==> src/rtl/sw_debounce_sync.sv <==
// Switch conditioner: per-bit synchronizer, debounce FSM, edge pulses
// and a saturating change-event counter for the HPS switch PIO.
module sw_debounce_sync #(
  parameter int WIDTH           = 4,
  parameter int SYNC_STAGES     = 2,
  parameter int DEBOUNCE_CYCLES = 1000000,
  parameter int EVT_W           = 8
) (
  input  logic             clk_clk,
  input  logic             reset_reset_n,
  input  logic [WIDTH-1:0] sw_raw,
  output logic [WIDTH-1:0] sw_debounced,
  output logic [WIDTH-1:0] sw_rise,
  output logic [WIDTH-1:0] sw_fall,
  output logic             sw_changed,
  input  logic             event_clr,
  output logic [EVT_W-1:0] event_count
);

  localparam int CW = $clog2(DEBOUNCE_CYCLES + 1);
  localparam logic [CW-1:0] CNT_MAX = CW'(DEBOUNCE_CYCLES);
  localparam logic [EVT_W-1:0] EVT_MAX = '1;

  typedef enum logic {
    ST_STABLE,
    ST_PENDING
  } state_e;

  logic [WIDTH-1:0] sync_q [SYNC_STAGES];
  logic [WIDTH-1:0] sync_d [SYNC_STAGES];
  logic [WIDTH-1:0] sw_sync;

  state_e           state_q [WIDTH];
  state_e           state_d [WIDTH];
  logic [CW-1:0]    cnt_q   [WIDTH];
  logic [CW-1:0]    cnt_d   [WIDTH];

  logic [WIDTH-1:0] deb_q, deb_d;
  logic [WIDTH-1:0] rise_q, rise_d;
  logic [WIDTH-1:0] fall_q, fall_d;
  logic             chg_q, chg_d;
  logic [EVT_W-1:0] evt_q, evt_d;

  always_comb begin
    sync_d[0] = sw_raw;
    for (int s = 1; s < SYNC_STAGES; s++) begin
      sync_d[s] = sync_q[s-1];
    end
  end

  assign sw_sync = sync_q[SYNC_STAGES-1];

  always_comb begin
    deb_d  = deb_q;
    rise_d = '0;
    fall_d = '0;
    for (int i = 0; i < WIDTH; i++) begin
      state_d[i] = state_q[i];
      cnt_d[i]   = cnt_q[i];
      unique case (state_q[i])
        ST_STABLE: begin
          if (sw_sync[i] != deb_q[i]) begin
            state_d[i] = ST_PENDING;
            cnt_d[i]   = CW'(1);
          end else begin
            cnt_d[i]   = '0;
          end
        end
        ST_PENDING: begin
          if (sw_sync[i] == deb_q[i]) begin
            state_d[i] = ST_STABLE;
            cnt_d[i]   = '0;
          end else if (cnt_q[i] == CNT_MAX) begin
            deb_d[i]   = sw_sync[i];
            rise_d[i]  = sw_sync[i];
            fall_d[i]  = ~sw_sync[i];
            state_d[i] = ST_STABLE;
            cnt_d[i]   = '0;
          end else begin
            cnt_d[i]   = cnt_q[i] + CW'(1);
          end
        end
      endcase
    end
    chg_d = |{rise_d, fall_d};
  end

  // clear beats a simultaneous increment; the event is dropped
  always_comb begin
    evt_d = evt_q;
    if (event_clr) begin
      evt_d = '0;
    end else if (chg_q && (evt_q != EVT_MAX)) begin
      evt_d = evt_q + EVT_W'(1);
    end
  end

  always_ff @(posedge clk_clk or negedge reset_reset_n) begin
    if (!reset_reset_n) begin
      for (int s = 0; s < SYNC_STAGES; s++) begin
        sync_q[s] <= '0;
      end
      for (int i = 0; i < WIDTH; i++) begin
        state_q[i] <= ST_STABLE;
        cnt_q[i]   <= '0;
      end
      deb_q  <= '0;
      rise_q <= '0;
      fall_q <= '0;
      chg_q  <= 1'b0;
      evt_q  <= '0;
    end else begin
      for (int s = 0; s < SYNC_STAGES; s++) begin
        sync_q[s] <= sync_d[s];
      end
      for (int i = 0; i < WIDTH; i++) begin
        state_q[i] <= state_d[i];
        cnt_q[i]   <= cnt_d[i];
      end
      deb_q  <= deb_d;
      rise_q <= rise_d;
      fall_q <= fall_d;
      chg_q  <= chg_d;
      evt_q  <= evt_d;
    end
  end

  assign sw_debounced = deb_q;
  assign sw_rise      = rise_q;
  assign sw_fall      = fall_q;
  assign sw_changed   = chg_q;
  assign event_count  = evt_q;

endmodule

==> config.mk <==
export PLATFORM = sky130hd
export DESIGN_NAME = sw_debounce_sync
export DESIGN_NICKNAME = d
export VERILOG_FILES = /design/src/rtl/sw_debounce_sync.sv
export SDC_FILE = /design/constraint.sdc
export NUM_CORES = 1
export LEC_CHECK = 0
export ABC_AREA = 1
export CORE_MARGIN = 3
export CORE_UTILIZATION = 54
export DETAILED_ROUTE_END_ITERATION = 8
export PLACE_DENSITY = 0.75
export SLEW_MARGIN = 10
export SYNTH_ARGS = -nofsm -noshare
export SYNTH_HDL_FRONTEND = slang
export SYNTH_SLANG_ARGS = --single-unit
==> constraint.sdc <==
create_clock -name clk_clk -period 1.72 [get_ports clk_clk]
set_clock_uncertainty 0.2 [all_clocks]
set_input_delay 0.172 -clock clk_clk [delete_from_list [all_inputs] [get_ports clk_clk]]
set_output_delay 0.172 -clock clk_clk [all_outputs]
set_load 0.05 [all_outputs]
* After elaboration in Yosys (flattened, before gate mapping) *
Index checks and enable logic that the tools add are counted.

word-level totals
  flip-flop bits (word level) = 113
  bits in latches = 0
  bits in writable memories = 0
  ROM bits = 0
  output and inout port bits = 21
  logic and storage cells = 113
  memories kept = 0

operators by class
  add/subtract/negate cells = 5
  multipliers = 0
  divide/modulo/power cells = 0
  $lt $le $gt $ge = 0
  eq/ne operators = 13
  shifts and indexed selects = 0
  muxes and demuxes = 58
  bitwise operators = 12
  reduce and logical (&&, ||, !) cells = 7

operators with widths
  cell                                            count
  two-way mux 20 bit                              8
  case mux 20 bit (2 select lines)                4
  adder 20 x 1 -> 20 bit (second input constant)  4
  equality test 20 bit (second input constant)    4
  two-way mux 1 bit                               40
  two-way mux 8 bit                               2
  NOT 1 bit                                       12
  AND reduction 3 bit                             4
  adder 8 x 1 -> 8 bit (second input constant)    1
  inequality test 8 bit (second input constant)   1
  case mux 1 bit (2 select lines)                 4
  OR reduction 8 bit                              1
  equality test 1 bit                             4
  inequality test 1 bit                           4
  nonzero test 2 bit                              1
  logical AND 1 bit                               1

* Longest topological paths before layout *
  word-level depth = 5
  gate-level depth with buffers = 11

* Least setup slack after synthesis *
No wires, ideal clock.

  kind = register -> register
  from = register evt_q[1] (netlist: event_count[1])
  to = register evt_q[7] (netlist: event_count[7])
  arrival = 1,762 ps
  path slack = -324 ps
  stages on the path, launching flop included = 12
  period minus slack after synthesis = 2,044 ps
  cells stage by stage = dfrtp_1 ha_1 nand2_1 inv_1 nand3_1 nor2_1 nand2_1 nand2_1 nand2_1 clkinv_2 nand2_1 o21ai_0

on the way
  longest elaborated chain between the ends = 3
  elaborated cells between the ends (all ways) = 6
  those cells by class = 1 x add/sub; 1 x eq/ne; 2 x mux; 2 x reduce/logical

ends and longest elaborated chain
  element                                                               line    source
  start, declared                                                       42      logic [EVT_W-1:0] evt_q, evt_d;
  start signal, assigned                                                124     evt_q <= evt_d;
  adder 8 x 1 -> 8 bit / inequality test 8 bit (equally long branches)  94, 93
  two-way mux 8 bit / logical AND 1 bit (equally long branches)         93      end else if (chg_q && (evt_q != EVT_MAX)) begin
  two-way mux 8 bit / nonzero test 2 bit (equally long branches)        --

Parallel ways exist; a longest one is shown, timed or not. The select of a mux whose other input is x is not followed.
A chain may end at the register's enable or synchronous reset.

==> metrics.txt <==
largest net degree at the start of global routing=between 40 and 50; Total Routing Usage GR=23.8%; first-pass GRT wire length=roughly 22000 um; GRT met1 Usage=between 20% and 30%; Nets=approximately 870; Synth Instances=~750; top cells by count, synth=158 x nand2_1, 127 x nor2_1, 113 x dfrtp_1, 103 x inv_1, 41 x nand3_1; GRT busiest layer=met2; Final Cycle Share=105%; Initial Utilization=between 50 and 60%; Die H=110 um; CTS buffer count=17; predominant post-synthesis flop cell=dfrtp_1; Antenna Violating Nets Remaining=0; worst hold slack=-0.00354 ns; LEAKAGE=about 3.6 nW; die area=around 0.012 mm^2; Hold Vio Cnt, Final=3; f_max=between 500 and 600 MHz; Syn Nets=approximately 760; DRC=0; input/output buffers=27; Post-DP Area=roughly 0.0065 mm^2; mean post-synth cell area=7.87 um^2; Max Transition Viols Final=0; Setup crit end kind=register; Clock Path Buffers=2; # rows=37; Power Dens Cells=between 800 and 900 mW/mm^2; sequential element share of the synthesized area=48.1%; mux cell area share after synthesis=0%; failing checks=negative hold slack, negative setup slack; most frequent cell after synthesis=nand2_1; unrepaired setup endpoints after global routing=true; vias in the first global route=5101; Worst Hold Class=input pin to async pin; layout cell share with drive strength beyond 1=around 30%; top cells by area, synth=dfrtp_1 48%, nand2_1 10%, nor2_1 8.1%, inv_1 6.6%, nand3_1 3.5%; Compound-Gate Fraction of Synth Area=just over 5%; Worst EP arrival=between 2 and 2.5 ns; drt first pass iters=5; final worst setup slack=-0.0859 ns; Critical Path Start Type=register; data required time of the critical path=~1.9 ns; met2 Usage GRT=about two fifths; maximum VDD drop=849 uV; Core ar.=between 0.01 and 0.015 mm^2; largest family of logic cells by synthesized area=simple AND/OR/NAND/NOR gates; final WL=about 15000 um; max cap viols=0; Clk pin slew, worst setup/hold paths=about 0.06 ns; root buffer cell=clkbuf_8; CP max FO=8; CTS H-tree depth=4; Yosys top cell by area=dfrtp_1; Final Wtd Congestion=roughly 0.90; EDFF count, synth=0; initial antenna violation count=0; Yosys cell types=35; max_slew headroom=74.7%; Netlist Area Pre-Place=about 0.0059 mm^2; die width=roughly 110 um; Final Non-Filler Cells=between 900 and 1000; vias per cell=between 5 and 6; dpl hpwl=between 9000 and 10000 um; Area growth, synth to finish=33.0%; Worst-Skew Late Latency=0.53 ns; Syn. warnings=0; TNS Setup=-1.21 ns; fraction of registers with async set/reset=100%; FF+latch count, synth=113; Setup WS pre-CTS=-0.113 ns; Worst-Margin Slew=0.377 ns; xor/xnor cell area share of the yosys netlist=3.58%; Tmin final=1.81 ns; final instance area=~0.0078 mm^2; Placed Cells=937; via count=roughly 5400; Fill cells=701; antenna cells=0; setup violators final=23; I/O pins=28; DR iter-0 viols=around 460; Synth top area share=slightly below 50%; critical path type=register to register; WL/cell=14.7 um; grt met3 use=6.87%; CTS tree=yes; # clock sinks=approximately 110; outcome=complete, but fails checks; adder-cell share of the synthesized area=approximately 1.9%; Synth Area in Simple Gates=about a third; total congestion overflow=0
-- power breakdown --
group / switching, mW / leakage [nW] / total [mW] / internal [mW]
sequential: 0.0398 / 1.53 / 2.75 / 2.71
clock: 1.23 / 0.307 / 3.72 / 2.50
combinational: 0.279 / 1.79 / 0.464 / 0.186
-- registers in the layout, indices dropped and copies added (netlist names) --
signal        count
cnt_q            80
sw_rise           4
sw_fall           4
event_count       8
sw_changed        1
sw_sync           4
sync_d            4
state_q           4
sw_debounced      4
-- worst max-delay path, cell delays in order (launching register included) --
cell	delay (ns)
dfrtp_1	0.42
inv_1	0.08
ha_2	0.17
nand3_2	0.10
nor3_2	0.17
nand3_1	0.16
nand2_4	0.19
inv_8	0.07
and3_4	0.14
-- final cells by class --
type,count,area [um^2],share of cell area (%)
Multi-Input combinational cell,519,2990,38.2
Sequential cell,113,2840,36.3
Timing Repair Buffer,87,752,9.62
Clock buffer,22,473,6.05
Inverter,111,442,5.65
Tap cell,136,170,2.18
Clock inverter,10,155,1.98
-- stage by stage --
stage / hold slack [ns] / util (%) / power (mW)
3_3_place_gp: -0.173 / 62.4 / 3.11
5_1_grt: 0.0148 / 74.7 / 7.17
6_report: -0.00354 / 74.7 / 6.94
3_5_place_dp: -0.173 / 62.4 / 3.12
2_1_floorplan: -0.324 / - / 2.96
4_1_cts: 0.00392 / 69.7 / 6.86
-- layout by cell type (no fill, tap or decap), drive strengths merged, types with 4 or more instances in the layout --
cell type	n
a21oi	22
a31oi	6
buf	76
bufinv	4
clkbuf	22
clkdlybuf4s50	5
clkinv	5
dfrtp	113
dlygate4sd3	6
ha	9
inv	110
nand2	168
nand3	42
nand4	30
nor2	140
nor3	34
nor3b	7
o21ai	21
or2	5
xnor2	8
xor2	16
-- final timing paths --
kind / from / end / slack, ns / cells past startpoint
min in group clk_clk: sync_d[3] / sw_sync[3] / 0.15 / 0
setup reg to reg: cnt_q[1] / cnt_q[10] / -0.09 / 8
max in group asynchronous: reset_reset_n / cnt_q[54] / 0.53 / 3
hold / removal: reset_reset_n / cnt_q[55] / -0.004 / 3
hold reg to reg: sync_d[3] / sw_sync[3] / 0.15 / 0
setup / recovery: cnt_q[1] / cnt_q[10] / -0.09 / 8
-- metal layers --
metal	wire, um	up-vias	part of all wire, %
met1	5950	2647	41
met4	315	0	2.1
met5	0	-	0
met2	7610	183	52
met3	796	35	5.4
li1	-	2583	-
-- kinds of logic (layout without fill, tap and decap cells) --
family / after synthesis / count (layout)
flops: 113 / 113
buf+inv: 115 / 230
xor+xnor: 24 / 24
compound gates: 55 / 55
simple gates: 431 / 431
fa+ha+maj: 9 / 9
-- repair_timing --
item	in CTS	in global routing
endpoints found under the hold margin	117	0
endpoints found under the setup margin	15	88
pin swaps	4	33
gates resized for setup	9	126
hold buffers	6	0
setup buffers	6	17
Power figures use the tool's default switching activity.
